[config.mk]
export PLATFORM = sky130hd
export DESIGN_NAME = spi_master_flat
export DESIGN_NICKNAME = d
export VERILOG_FILES = /design/src/rtl/spi_if.sv /design/src/rtl/spi_master.sv /design/src/flat_wrapper.sv
export SDC_FILE = /design/constraint.sdc
export NUM_CORES = 1
export LEC_CHECK = 0
export CAP_MARGIN = 20
export CORE_MARGIN = 3
export CORE_UTILIZATION = 50
export CTS_CLUSTER_DIAMETER = 30
export DETAILED_ROUTE_END_ITERATION = 8
export PLACE_DENSITY_LB_ADDON = 0.1
export SYNTH_ARGS = -nofsm -noshare
export SYNTH_HDL_FRONTEND = slang
export SYNTH_SLANG_ARGS = --single-unit
[constraint.sdc]
create_clock -name clk -period 1.65 [get_ports clk]
set_input_delay 0.165 -clock clk [delete_from_list [all_inputs] [get_ports clk]]
set_output_delay 0.165 -clock clk [all_outputs]
set_load 0.05 [all_outputs]
[src/rtl/spi_if.sv]
// Bus bundle between the SPI master and whatever drives and observes it.
interface spi_if;
  logic       start;
  logic [7:0] data_in;
  logic       miso;
  logic       mosi;
  logic       sck;
  logic       ss_n;
  logic       busy;
  logic [7:0] data_out;
  logic       new_data;

  modport master (
    input  start, data_in, miso,
    output mosi, sck, ss_n, busy, data_out, new_data
  );

  modport slave (
    output start, data_in, miso,
    input  mosi, sck, ss_n, busy, data_out, new_data
  );
endinterface

[src/rtl/spi_master.sv]
// Byte-wide SPI mode-0 master; sck half-period is 2**CLK_DIV clk cycles, all outputs registered.
// state    | meaning
// IDLE     | ss_n high, sck low, waiting for start
// TRANSFER | ss_n low, shifting 8 bits MSB first
module spi_master #(
  parameter int unsigned CLK_DIV = 2
) (
  input  logic  clk,
  input  logic  rst_n,
  spi_if.master bus
);

  localparam int unsigned DIV_W = (CLK_DIV == 0) ? 1 : CLK_DIV;
  localparam logic [DIV_W-1:0] DIV_MAX = DIV_W'((1 << CLK_DIV) - 1);

  typedef enum logic {IDLE, TRANSFER} state_t;

  state_t           state_q, state_d;
  logic [DIV_W-1:0] div_q, div_d;
  logic [2:0]       bit_q, bit_d;
  logic [7:0]       tx_q, tx_d;
  logic [7:0]       rx_q, rx_d;
  logic [7:0]       dout_q, dout_d;
  logic             sck_q, sck_d;
  logic             mosi_q, mosi_d;
  logic             ss_n_q, ss_n_d;
  logic             busy_q, busy_d;
  logic             nd_q, nd_d;

  always_ff @(posedge clk) begin
    if (!rst_n) begin
      state_q <= IDLE;
      div_q   <= '0;
      bit_q   <= '0;
      tx_q    <= '0;
      rx_q    <= '0;
      dout_q  <= '0;
      sck_q   <= 1'b0;
      mosi_q  <= 1'b0;
      ss_n_q  <= 1'b1;
      busy_q  <= 1'b0;
      nd_q    <= 1'b0;
    end else begin
      state_q <= state_d;
      div_q   <= div_d;
      bit_q   <= bit_d;
      tx_q    <= tx_d;
      rx_q    <= rx_d;
      dout_q  <= dout_d;
      sck_q   <= sck_d;
      mosi_q  <= mosi_d;
      ss_n_q  <= ss_n_d;
      busy_q  <= busy_d;
      nd_q    <= nd_d;
    end
  end

  always_comb begin
    state_d = state_q;
    div_d   = div_q;
    bit_d   = bit_q;
    tx_d    = tx_q;
    rx_d    = rx_q;
    dout_d  = dout_q;
    sck_d   = sck_q;
    mosi_d  = mosi_q;
    ss_n_d  = ss_n_q;
    busy_d  = busy_q;
    nd_d    = 1'b0;

    case (state_q)
      IDLE: begin
        sck_d  = 1'b0;
        ss_n_d = 1'b1;
        busy_d = 1'b0;
        mosi_d = 1'b0;
        if (bus.start) begin
          state_d = TRANSFER;
          busy_d  = 1'b1;
          ss_n_d  = 1'b0;
          mosi_d  = bus.data_in[7];
          tx_d    = bus.data_in;
          div_d   = '0;
          bit_d   = '0;
        end
      end
      TRANSFER: begin
        if (div_q == DIV_MAX) begin
          div_d = '0;
          sck_d = ~sck_q;
          if (!sck_q) begin
            rx_d = {rx_q[6:0], bus.miso};
          end else if (bit_q == 3'd7) begin
            // last falling edge closes the frame
            state_d = IDLE;
            busy_d  = 1'b0;
            ss_n_d  = 1'b1;
            mosi_d  = 1'b0;
            dout_d  = rx_q;
            nd_d    = 1'b1;
            bit_d   = '0;
          end else begin
            bit_d  = bit_q + 3'd1;
            tx_d   = tx_q << 1;
            mosi_d = tx_q[6];
          end
        end else begin
          div_d = div_q + 1'b1;
        end
      end
      default: state_d = IDLE;
    endcase
  end

  assign bus.sck      = sck_q;
  assign bus.mosi     = mosi_q;
  assign bus.ss_n     = ss_n_q;
  assign bus.busy     = busy_q;
  assign bus.data_out = dout_q;
  assign bus.new_data = nd_q;

endmodule

[src/flat_wrapper.sv]
// flat-port wrapper written by rule: the top's interface ports become plain ports
module spi_master_flat 
#(
  parameter int unsigned CLK_DIV = 2
)
  (clk, rst_n, bus_start, bus_data_in, bus_miso, bus_mosi, bus_sck, bus_ss_n, bus_busy, bus_data_out, bus_new_data);
  spi_if bus_i ();
  input  logic clk;
  input  logic rst_n;
  input wire logic [$bits(bus_i.start)-1:0] bus_start;
  input wire logic [$bits(bus_i.data_in)-1:0] bus_data_in;
  input wire logic [$bits(bus_i.miso)-1:0] bus_miso;
  output wire logic [$bits(bus_i.mosi)-1:0] bus_mosi;
  output wire logic [$bits(bus_i.sck)-1:0] bus_sck;
  output wire logic [$bits(bus_i.ss_n)-1:0] bus_ss_n;
  output wire logic [$bits(bus_i.busy)-1:0] bus_busy;
  output wire logic [$bits(bus_i.data_out)-1:0] bus_data_out;
  output wire logic [$bits(bus_i.new_data)-1:0] bus_new_data;
  assign bus_i.start = bus_start;
  assign bus_i.data_in = bus_data_in;
  assign bus_i.miso = bus_miso;
  assign bus_mosi = bus_i.mosi;
  assign bus_sck = bus_i.sck;
  assign bus_ss_n = bus_i.ss_n;
  assign bus_busy = bus_i.busy;
  assign bus_data_out = bus_i.data_out;
  assign bus_new_data = bus_i.new_data;
  spi_master #(.CLK_DIV(CLK_DIV)) u_core (.clk(clk), .rst_n(rst_n), .bus(bus_i));
endmodule
======== Word-level counts from Yosys, hierarchy flattened ========
Cells that the tools add are included.
cells by class
  reductions and logical operators ........ 7
  muxes and demuxes ....................... 35
  add/sub/neg operators ................... 2
  bitwise logic cells ..................... 2
  eq/ne operators ......................... 7
operators by type and width
  cell                                                           count
  7-bit 2-to-1 mux                                               4
  1-bit 2-to-1 mux                                               17
  7-bit one-hot mux with 2 select lines                          1
  3-bit 2-to-1 mux                                               4
  4-bit AND reduction                                            3
  2-bit inequality test, second input constant                   5
  1-bit one-hot mux with 2 select lines                          5
  3-bit AND reduction                                            3
  3-bit one-hot mux with 2 select lines                          1
  2-bit 2-to-1 mux                                               2
  2-bit one-hot mux with 2 select lines                          1
  3-bit by 1-bit adder with 3-bit output, second input constant  1
  3-bit equality test, second input constant                     1
  2-bit by 1-bit adder with 2-bit output, second input constant  1
  2-bit equality test, second input constant                     1
  1-bit NOT                                                      2
  2-bit AND reduction                                            1
word-level totals
  word-level logic and storage cells ...... 64
  flip-flop bits (word level) ............. 34
  output and inout bits ................... 13
  input bits .............................. 12

======== Depth between registers and ports, before layout ========
  word-level depth ........................ 5
  depth in mapped cells ................... 7
  mapped depth without buffers ............ 5

======== Worst setup path before layout ========
No wires, ideal clock.
  path type ............................... register to register
  start ................................... register u_core.sck_q, in the netlist u_core.bus.sck
  end ..................................... register u_core.tx_q[2]
  library setup time ...................... 0.070 ns
  period minus slack after synthesis ...... 1.488 ns
  stages on the path, launching flop included .. 6
  arrival ................................. 1.419 ns
  required time ........................... 1.580 ns
  setup slack ............................. 0.162 ns
  path buffers ............................ 2
  cell sequence ........................... dfxtp_1 > buf_4 > and4b_2 > clkbuf_1 > o31ai_1 > a21oi_1
on the way
  cells in the longest elaborated chain, start to end .. 2
RTL lines
  what                                    line              text
  start, declared                         spi_master.sv:24  logic sck_q, sck_d;
  start signal, assigned                  spi_master.sv:50  sck_q <= sck_d;
  2-bit inequality test (no source line)  -
  4-bit AND reduction (no source line)    -
  end signal, assigned                    spi_master.sv:47  tx_q <= tx_d;
  end, declared                           spi_master.sv:21  logic [7:0] tx_q, tx_d;
No other way between the ends.
A chain may end at the register's enable or synchronous reset.

======== Worst setup path after layout ========
  start ................................... register u_core.bit_q[0]
  end ..................................... register u_core.tx_q[3]
on the way
  cells in the longest elaborated chain, start to end .. 3
RTL lines
  what                                    line              text
  start, declared                         spi_master.sv:20  logic [2:0] bit_q, bit_d;
  start signal, assigned                  spi_master.sv:46  bit_q <= bit_d;
  3-bit equality test                     spi_master.sv:93  end else if (bit_q == 3'd7) begin
  2-bit inequality test (no source line)  -
  4-bit AND reduction (no source line)    -
No other way between the ends.

==> out/metrics.yaml <==
grt:
  grt_pass1_wl_um: 4770
  grt_max_degree: 39
  grt_pass1_vias: 1110
  antenna_found_initial: 0
  overflow: 0
  grtUsageTotal_pct: 17.6
critical_path:
  cp.depth: 5
  crit_top_cell: "ha_1"
  rr_startpoint: "u_core.bit_q[0]"
  path_delay_family: "adder cells"
  critPathKind: "reg2reg"
  startpoint_type: "register"
  cp_num_buf_inv: 0
  cp-endpoint: "u_core.tx_q[3]"
  rrSetupSlack_ns: 0.1
  arrival_ns: 1.78
  critPathMaxStageDelay_ns: 0.38
  rr_worst_depth: 5
  end_kind: "register"
  r2r_end: "u_core.tx_q[3]"
  slowest_stage: "dfxtp_1"
  crit_chain: "ha_1, ha_1, and4b_2, o31ai_1, a21oi_1"
  cp.required_ns: 1.88
  critPathLaunch: "u_core.bit_q[0]"
  cp_max_fo: 6
timing:
  rsz0062_at_grt: "no"
  setup_ws_ns: 0.0950
  relSlewSlack_pct: 66.7
  fin_tns_setup_ns: 0
  hold_slack_ns: 0.401
  period_share_pct: 94.2
  hold_viol: 0
  clock_skew_ns: 0.00696
  worstMarginPinSlew_ns: 0.499
  post-route-min-period_ns: 1.55
  slew_viol_final: 0
  setup_viol: 0
  fmax_ghz: 0.643
die:
  io_pins: 25
  rows: 18
  die_h_um: 60.1
  dieArea_um2: 3610
  die_w_um: 60.1
  core_area_um2: 2640
  start_util_pct: 55.6
power_and_ir_drop:
  power_per_cell_area_nw_per_um2: 869
  power.switching_mw: 0.385
  clockPowerShare_pct: 32.9
  seq_power_share_pct: 57.2
  power.total_mw: 1.51
  peakVddDrop_mv: 0.707
  power.internal_mw: 1.12
  combPwrFrac_pct: 9.9
  p_leak_nw: 0.757
  p_sw_share_pct: 25.6
status:
  status: "finished clean"
routing:
  firstDrtPassIters: 4
  wirelength_um: 2840
  drc_errors: 0
  vias: 1126
  wire_per_inst_um: 14.0
  via_per_inst: 5.55
  drtIter0Drc: 57
  drtAntennaViolNets: 0
synth:
  synth.ff_latch_count: 34
  yosysSeqAreaShare_pct: 46.5
  synth_cell_types: 32
  synth_area_per_cell_um2: 9.76
  syn-cell-area_um2: 1460
  yosysWarnings: 0
  synth-edff-count: 0
  synthesis.nets: 165
  ys.flop_type: "dfxtp_1"
  async_reset_ff_share_pct: 0
  synth_cells: 150
clocking:
  cts_tree: "done"
  cts-htree-levels: 2
  cts_root_buf: "clkbuf_4"
  cts_buffer_depth: 2
  clock_sinks: 34
  worstSkewPairLatency_ns: 0.34
  clkTransAtPathRegs_ns: 0.11
  cts_buffers: 5
worst_hold_path:
  hold_class: "in2reg"
layout:
  final_common_cell: "dfxtp_1"
  area_growth_pct: 18.4
  layout-drive-gt1-share_pct: 15.6
  final_cell_mix: "dfxtp_1 (34), nand3_1 (16), mux2i_1 (15), nand2_1 (13), buf_4 (13)"
  final_util_pct: 65.8
  n_antenna_cell: 0
  fin_nets: 187
placed_design:
  place.gp.congestion: 0.788
  pre_cts_ws_ns: 0.149
  portBuffers: 24
  hpwlAfterDp_um: 1970
flow_run:
  max_cap_violations: 0
[routing by layer]
metal	GRT usage, %	routed length (um)	vias to the layer above
li1	-	-	573
met1	23.0	1340	523
met2	27.2	1330	22
met3	3.89	104	8
met4	8.86	58	0
met5	0	0	-
[power groups by stage]
stage               logic, mW  registers (mW)  clock network (mW)
floorplan              0.0819           0.890                   0
global placement        0.146           0.878                   0
detailed placement      0.150           0.880                   0
CTS                     0.150           0.861               0.505
global route            0.161           0.865               0.540
finish                  0.149           0.861               0.496
[cells in the mapped netlist, types with 3 or more instances]
| master | n | area, um^2 |
|---|---|---|
| a21boi_0 | 3 | 22.5 |
| a21oi_1 | 7 | 35.0 |
| buf_4 | 4 | 30.0 |
| buf_6 | 3 | 33.8 |
| clkbuf_1 | 3 | 11.3 |
| dfxtp_1 | 34 | 681 |
| ha_1 | 3 | 37.5 |
| mux2i_1 | 15 | 150 |
| nand2_1 | 13 | 48.8 |
| nand3_1 | 16 | 80.1 |
| nor2b_1 | 10 | 62.6 |
| o21ai_0 | 9 | 45.0 |
| o31ai_1 | 6 | 45.0 |
[state kept, by name (all words and copies together) (netlist names)]
signal,count
u_core.bus.busy,1
u_core.bit_q,3
u_core.rx_q,8
u_core.bus.ss_n,1
u_core.bus.data_out,8
u_core.bus.new_data,1
u_core.tx_q,7
u_core.bus.mosi,1
u_core.bus.sck,1
u_core.div_q,2
u_core.state_q,1
[cell families after synthesis]
logic type	count (synthesis)	synth area share (%)
compound gates	29	12.7
xor+xnor	1	0.598
buf+inv	14	6.41
flops	34	46.5
fa+ha+maj	3	2.56
simple gates	54	20.9
mux	15	10.3
[repair_timing]
action	in CTS	in global routing
setup buffers	0	0
gates resized for setup	2	1
setup endpoints to repair	2	1
hold buffers	0	0
[metrics by stage]
step | cell area [um^2] | std cells
global placement | 1670 | 195
detailed placement | 1670 | 195
floorplan | 1460 | 150
finish | 1730 | 203
global route | 1730 | 203
CTS | 1730 | 203
[tightest hold or removal path, stage by stage]
cell and delay, ns:
clkdlybuf4s50_1 0.40, nand3_1 0.07, o21ai_0 0.07
[layout make-up]
cell class | count | area, um^2
clock buffer | 6 | 51.3
clock inverter | 2 | 12.5
fill | 224 | 902
inverter | 1 | 3.75
multi-input combinational | 102 | 689
sequential | 34 | 681
tap | 30 | 37.5
timing repair buffer | 28 | 258
[worst min path at each step]
stage | from | to | slack [ns] | depth (start not counted)
floorplan | bus_data_in[0] | u_core.tx_q[0] | 0.30 | 2
global placement | u_core.tx_q[0] | u_core.tx_q[0] | 0.45 | 2
detailed placement | u_core.bus.data_out[0] | u_core.bus.data_out[0] | 0.45 | 2
CTS | bus_data_in[0] | u_core.tx_q[0] | 0.40 | 3
global route | bus_data_in[0] | u_core.tx_q[0] | 0.40 | 3
finish | bus_data_in[0] | u_core.tx_q[0] | 0.40 | 3
(Power assumes the default switching activity.)
